$ cat config.mk
export PLATFORM = sky130hd
export DESIGN_NAME = mem_port_merge
export DESIGN_NICKNAME = d
export VERILOG_FILES = /design/src/rtl/mem_pkg.sv /design/src/rtl/rr_arbiter.sv /design/src/rtl/mem_port_merge.sv
export SDC_FILE = /design/constraint.sdc
export NUM_CORES = 1
export LEC_CHECK = 0
export ABC_CLOCK_PERIOD_IN_PS = 1400
export CORE_AREA = 2 2 100 102
export CTS_CLUSTER_SIZE = 28
export DETAILED_ROUTE_END_ITERATION = 12
export DIE_AREA = 0 0 102 104
export PLACE_DENSITY = 0.8
export SLEW_MARGIN = 20
export SYNTH_ARGS = -nofsm -noshare
export SYNTH_HDL_FRONTEND = slang
export SYNTH_SLANG_ARGS = --single-unit
$ cat constraint.sdc
create_clock -name clk -period 1.4 [get_ports clk]
set_input_delay 0.28 -clock clk [delete_from_list [all_inputs] [get_ports clk]]
set_output_delay 0.28 -clock clk [all_outputs]
set_load 0.02 [all_outputs]
$ cat src/rtl/mem_pkg.sv
// Shared memory-request types and helpers for the request merge path.
package mem_pkg;

    localparam int MEM_DATA_W = 32;
    localparam int MEM_ADDR_W = 32;
    localparam int MEM_ID_W   = 1;

    typedef struct packed {
        logic                    read_enable;
        logic [MEM_DATA_W/8-1:0] write_enable;
        logic [MEM_ADDR_W-1:0]   addr;
        logic [MEM_DATA_W-1:0]   data;
        logic [MEM_ID_W-1:0]     id;
    } mem_req_t;

    // Merged id carries the source port index above the original id.
    function automatic int out_id_width(input int id_width, input int ports);
        return id_width + $clog2(ports);
    endfunction

endpackage

$ cat src/rtl/rr_arbiter.sv
// Round-robin arbiter: search starts at ptr, ptr moves past each served port.
module rr_arbiter #(
    parameter int PORTS = 2,
    localparam int SEL_WIDTH = $clog2(PORTS)
) (
    input  logic                 clk,
    input  logic                 rst,
    input  logic [PORTS-1:0]     req,
    input  logic                 advance,
    output logic [PORTS-1:0]     grant,
    output logic [SEL_WIDTH-1:0] grant_idx,
    output logic                 any
);

    logic [SEL_WIDTH-1:0] ptr;
    logic [SEL_WIDTH-1:0] k;

    always_comb begin
        grant_idx = '0;
        any       = 1'b0;
        k         = '0;
        for (int i = 0; i < PORTS; i++) begin
            k = SEL_WIDTH'((int'(ptr) + i) % PORTS);
            if (!any && req[k]) begin
                any       = 1'b1;
                grant_idx = k;
            end
        end
        grant = '0;
        if (any) grant[grant_idx] = 1'b1;
    end

    always_ff @(posedge clk) begin
        if (rst) begin
            ptr <= '0;
        end else if (advance) begin
            ptr <= (grant_idx == SEL_WIDTH'(PORTS - 1)) ? '0 : grant_idx + 1'b1;
        end
    end

endmodule

$ cat src/rtl/mem_port_merge.sv
// Merges several request streams into one registered output, tagging the id
// with the source port so responses can be routed back.
module mem_port_merge
    import mem_pkg::*;
#(
    parameter int PORTS      = 2,
    parameter int DATA_WIDTH = 32,
    parameter int ADDR_WIDTH = 32,
    parameter int ID_WIDTH   = 1
) (
    input  logic                                   clk,
    input  logic                                   rst,
    input  logic [PORTS-1:0]                       in_valid,
    output logic [PORTS-1:0]                       in_ready,
    input  logic [PORTS-1:0]                       in_read_enable,
    input  logic [PORTS-1:0][DATA_WIDTH/8-1:0]     in_write_enable,
    input  logic [PORTS-1:0][ADDR_WIDTH-1:0]       in_addr,
    input  logic [PORTS-1:0][DATA_WIDTH-1:0]       in_data,
    input  logic [PORTS-1:0][ID_WIDTH-1:0]         in_id,
    output logic                                   out_valid,
    input  logic                                   out_ready,
    output logic                                   out_read_enable,
    output logic [DATA_WIDTH/8-1:0]                out_write_enable,
    output logic [ADDR_WIDTH-1:0]                  out_addr,
    output logic [DATA_WIDTH-1:0]                  out_data,
    output logic [out_id_width(ID_WIDTH,PORTS)-1:0] out_id
);

    localparam int SEL_WIDTH = $clog2(PORTS);
    localparam int STRB      = DATA_WIDTH / 8;
    localparam int OID       = out_id_width(ID_WIDTH, PORTS);

    typedef struct packed {
        logic                  read_enable;
        logic [STRB-1:0]       write_enable;
        logic [ADDR_WIDTH-1:0] addr;
        logic [DATA_WIDTH-1:0] data;
        logic [OID-1:0]        id;
    } req_t;

    logic [PORTS-1:0]     grant;
    logic [SEL_WIDTH-1:0] grant_idx;
    logic                 any_valid;
    logic                 slot_free;
    logic                 accept;
    req_t                 pick;
    req_t                 slot;

    rr_arbiter #(.PORTS(PORTS)) u_arb (
        .clk       (clk),
        .rst       (rst),
        .req       (in_valid),
        .advance   (accept),
        .grant     (grant),
        .grant_idx (grant_idx),
        .any       (any_valid)
    );

    assign slot_free = !out_valid || out_ready;
    assign in_ready  = (!rst && slot_free && any_valid) ? grant : '0;
    assign accept    = |(in_ready & in_valid);

    always_comb begin
        pick              = '0;
        pick.read_enable  = in_read_enable[grant_idx];
        pick.write_enable = in_write_enable[grant_idx];
        pick.addr         = in_addr[grant_idx];
        pick.data         = in_data[grant_idx];
        pick.id           = {grant_idx, in_id[grant_idx]};
    end

    // Single output slot; refilled in the same edge it drains.
    always_ff @(posedge clk) begin
        if (rst) begin
            out_valid <= 1'b0;
            slot      <= '0;
        end else if (accept) begin
            out_valid <= 1'b1;
            slot      <= pick;
        end else if (out_ready) begin
            out_valid <= 1'b0;
        end
    end

    assign out_read_enable  = slot.read_enable;
    assign out_write_enable = slot.write_enable;
    assign out_addr         = slot.addr;
    assign out_data         = slot.data;
    assign out_id           = slot.id;

endmodule

==> flow_summary_export.csv <==
group,metric,value,unit
run_status,status,"finished, violations left",
run_status,violations,"setup timing",
route,drt_iter0_drc,257,
pwr,p_per_area,992,nW/um^2
yosys,ys_seq_area_share,51.9,%
die,die_h,104,um
pwr,p_seq_share,40.3,%
die,ios,219,
flow_run,drv_cap,0,
finish,fin_nets,656,
route,num_vias,3189,
route,dr.pass1.iters,8,
setup_path,cp_max_fo,4,
route,viasPerCell,4.91,
clock_network,h-tree-depth,3,
grt,grt_max_degree,42,
die,start_util,29.5,%
clock_network,cts.sinks,73,
finish,diodes,0,
yosys,netlist_area,2820,sq um
setup_path,reg2reg_slack,-0.14,ns
die,fp-row-count,36,
placement,dp_hpwl,7.15,mm
finish,ff_latch_area,1470,sq um
route,wire_per_inst,18.3,um
yosys,synth.distinct_cells,22,
sta,period_needed,1.59,ns
pwr,pwr-share-comb,27.6,%
grt,grtUsageMet2,36.6,%
pwr,internal-power,0.00427,W
sta,slew_viol_final,0,
clock_network,clockBufferDepth,2,
grt,grt.busiest_layer,"met2",
finish,layout_commonest_cell,"clkdlybuf4s50_1",
setup_path,crit_required,1.12,ns
finish,multi_input_area,1130,sq um
yosys,netlist_instances,268,
yosys,ys_ff_latch,73,
setup_path,worstSetupPathType,"flip-flop to primary output",
pwr,power.switching,0.00161,W
route,detail-route-antenna-nets,0,
sta,setup_ws,-0.185,ns
placement,io_buffers,218,
clock_network,numCtsBuffers,9,
die,floorplan.core_area,9550,sq um
grt,globalRouteMet3Util,6.05,%
grt,grt_usage,20.8,%
setup_path,cp-start-kind,"flip-flop",
clock_network,clockRootBuffer,"clkbuf_8",
pwr,power_leakage,2.92,nW
sta,fin_crit_sh,113,%
route,finalWirelength,11.9,mm
pwr,p_clk_share,32.1,%
clock_network,clk_pin_slew,0.07,ns
sta,worstMarginPinSlew,0.370,ns
grt,grt-ovfl-total,0,
finish,fill_cells,849,
sta,rsz0062_at_grt,"true",
die,dieArea,10600,sq um
die,die_w,102,um
placement,place_congestion,0.728,
min_path,min_path_type,"input port to flip-flop",
grt,groute.layer.met1.usage,22.8,%
yosys,synthArstFlopShare,0,%
pwr,power,0.00588,W
grt,grt_pass1_vias,3367,
placement,dp_slack,-0.797,ns
pwr,worst_ir_drop_vdd,0.678,mV
yosys,yosys_warnings,0,
setup_path,arrival,1.31,ns
setup_path,setup.worst_path.end_class,"primary output",
sta,finalSetupViolations,71,
pwr,switching_share,27.4,%
grt,grt_pass1_wl,17.0,mm
finish,drive_above_1_share,18.2,%
finish,areaGrowthSynthToFinish,110,%
finish,layout_common_cells,"140 x clkdlybuf4s50_1, 75 x dlygate4sd2_1, 71 x dfxtp_1",
sta,finClkSkew,0.0148,ns
yosys,avgSynthCellArea,10.5,sq um
grt,grt_antenna_before_repair,0,
route,remaining_drc_errors,0,
yosys,synth_edf_count,0,
clock_network,cts_tree,"built",
sta,fmaxAchievable,0.631,GHz
clock_network,clkLatencyLatePin,0.34,ns
sta,hold_viol,0,
yosys,ys.flop_type,"dfxtp_1",
sta,slew_headroom,75.3,%
yosys,synth_nets,413,
==> per-stage QoR <==
step | instance area, sq um | utilization [%] | TNS (ns) | hold slack (ns) | instances
after detailed placement | 5140 | 53.8 | -49.48 | 0.448 | 607
final | 5930 | 62.1 | -4.84 | 0.387 | 649
after CTS | 5770 | 60.4 | -12.35 | 0.355 | 643
after global placement | 5140 | 53.8 | -44.28 | 0.436 | 607
after global routing | 5930 | 62.1 | -10.28 | 0.398 | 649
after floorplan | 2830 | - | -0.137 | 0.342 | 268
==> per-layer routing <==
metal  routed length (um)  up-vias
met1                 4610     1505
met3                  942       21
met5                    0        -
met4                  323        0
met2                 5980      154
li1                     -     1509
==> timing repair <==
item                                    CTS  global route
endpoints found under the setup margin  146            74
hold buffers                              0             0
gates resized for setup                 140            26
hold endpoints to repair                  0             0
pin swaps                                38            52
cloned                                   10             5
setup buffers                            10             5
==> sequential cells by signal, indices dropped and copies added (netlist names) <==
signal	count
out_addr	32
out_read_enable	1
u_arb.ptr	1
out_valid	1
out_data	32
out_id	2
out_write_enable	4
==> cell usage after synthesis (2+ instances only) <==
cell type / n / area (sq um)
nand3_1: 17 / 85.1
inv_1: 53 / 199
buf_6: 10 / 113
a222oi_1: 53 / 531
buf_4: 2 / 15.0
buf_2: 9 / 45.0
clkbuf_1: 2 / 7.51
dfxtp_1: 73 / 1460
nor2_1: 2 / 7.51
inv_2: 2 / 7.51
a21oi_1: 2 / 10.0
mux2i_1: 17 / 170
o21ai_0: 17 / 85.1
==> kinds of logic (layout without fill, tap and decap cells) <==
logic type             after synthesis  after routing  share of synthesized area (%)
muxes                               17             17                           6.04
buffers and inverters               79            327                           13.9
DFF                                 73             73                           51.9
AOI/OAI and AO/OA                   77             77                           24.3
and+or+nand+nor                     22             22                           3.95
==> layout make-up <==
type,instances,area share (%)
Clock inverter,4,1.27
Clock buffer,12,2.62
Sequential cell,73,24.7
Tap cell,133,2.81
Multi-Input combinational cell,116,19.0
Inverter,55,3.48
Timing Repair Buffer,256,46.1
==> final timing paths <==
path | to | startpoint | cells after the start
worst max-delay path | in_ready[0] | u_arb.ptr | 2
worst max register to register | out_addr[9] | out_valid | 7
worst min register to register | out_addr[0] | out_addr[0] | 2
worst min-delay path | out_valid | rst | 2
==> critical path, stage by stage, from the launching register on <==
cell,delay (ns)
dfxtp_4,0.36
a2111oi_4,0.39
buf_4,0.22
==> power groups by stage <==
| stage | registers, W | logic [W] | clock network, W |
|---|---|---|---|
| after floorplan | 0.00263 | 0.000358 | 0 |
| after global placement | 0.00241 | 0.00144 | 0 |
| after detailed placement | 0.00241 | 0.00146 | 0 |
| after CTS | 0.00237 | 0.00157 | 0.00193 |
| after global routing | 0.00239 | 0.00172 | 0.00204 |
| final | 0.00237 | 0.00163 | 0.00189 |
Power figures use the tool's default switching activity.
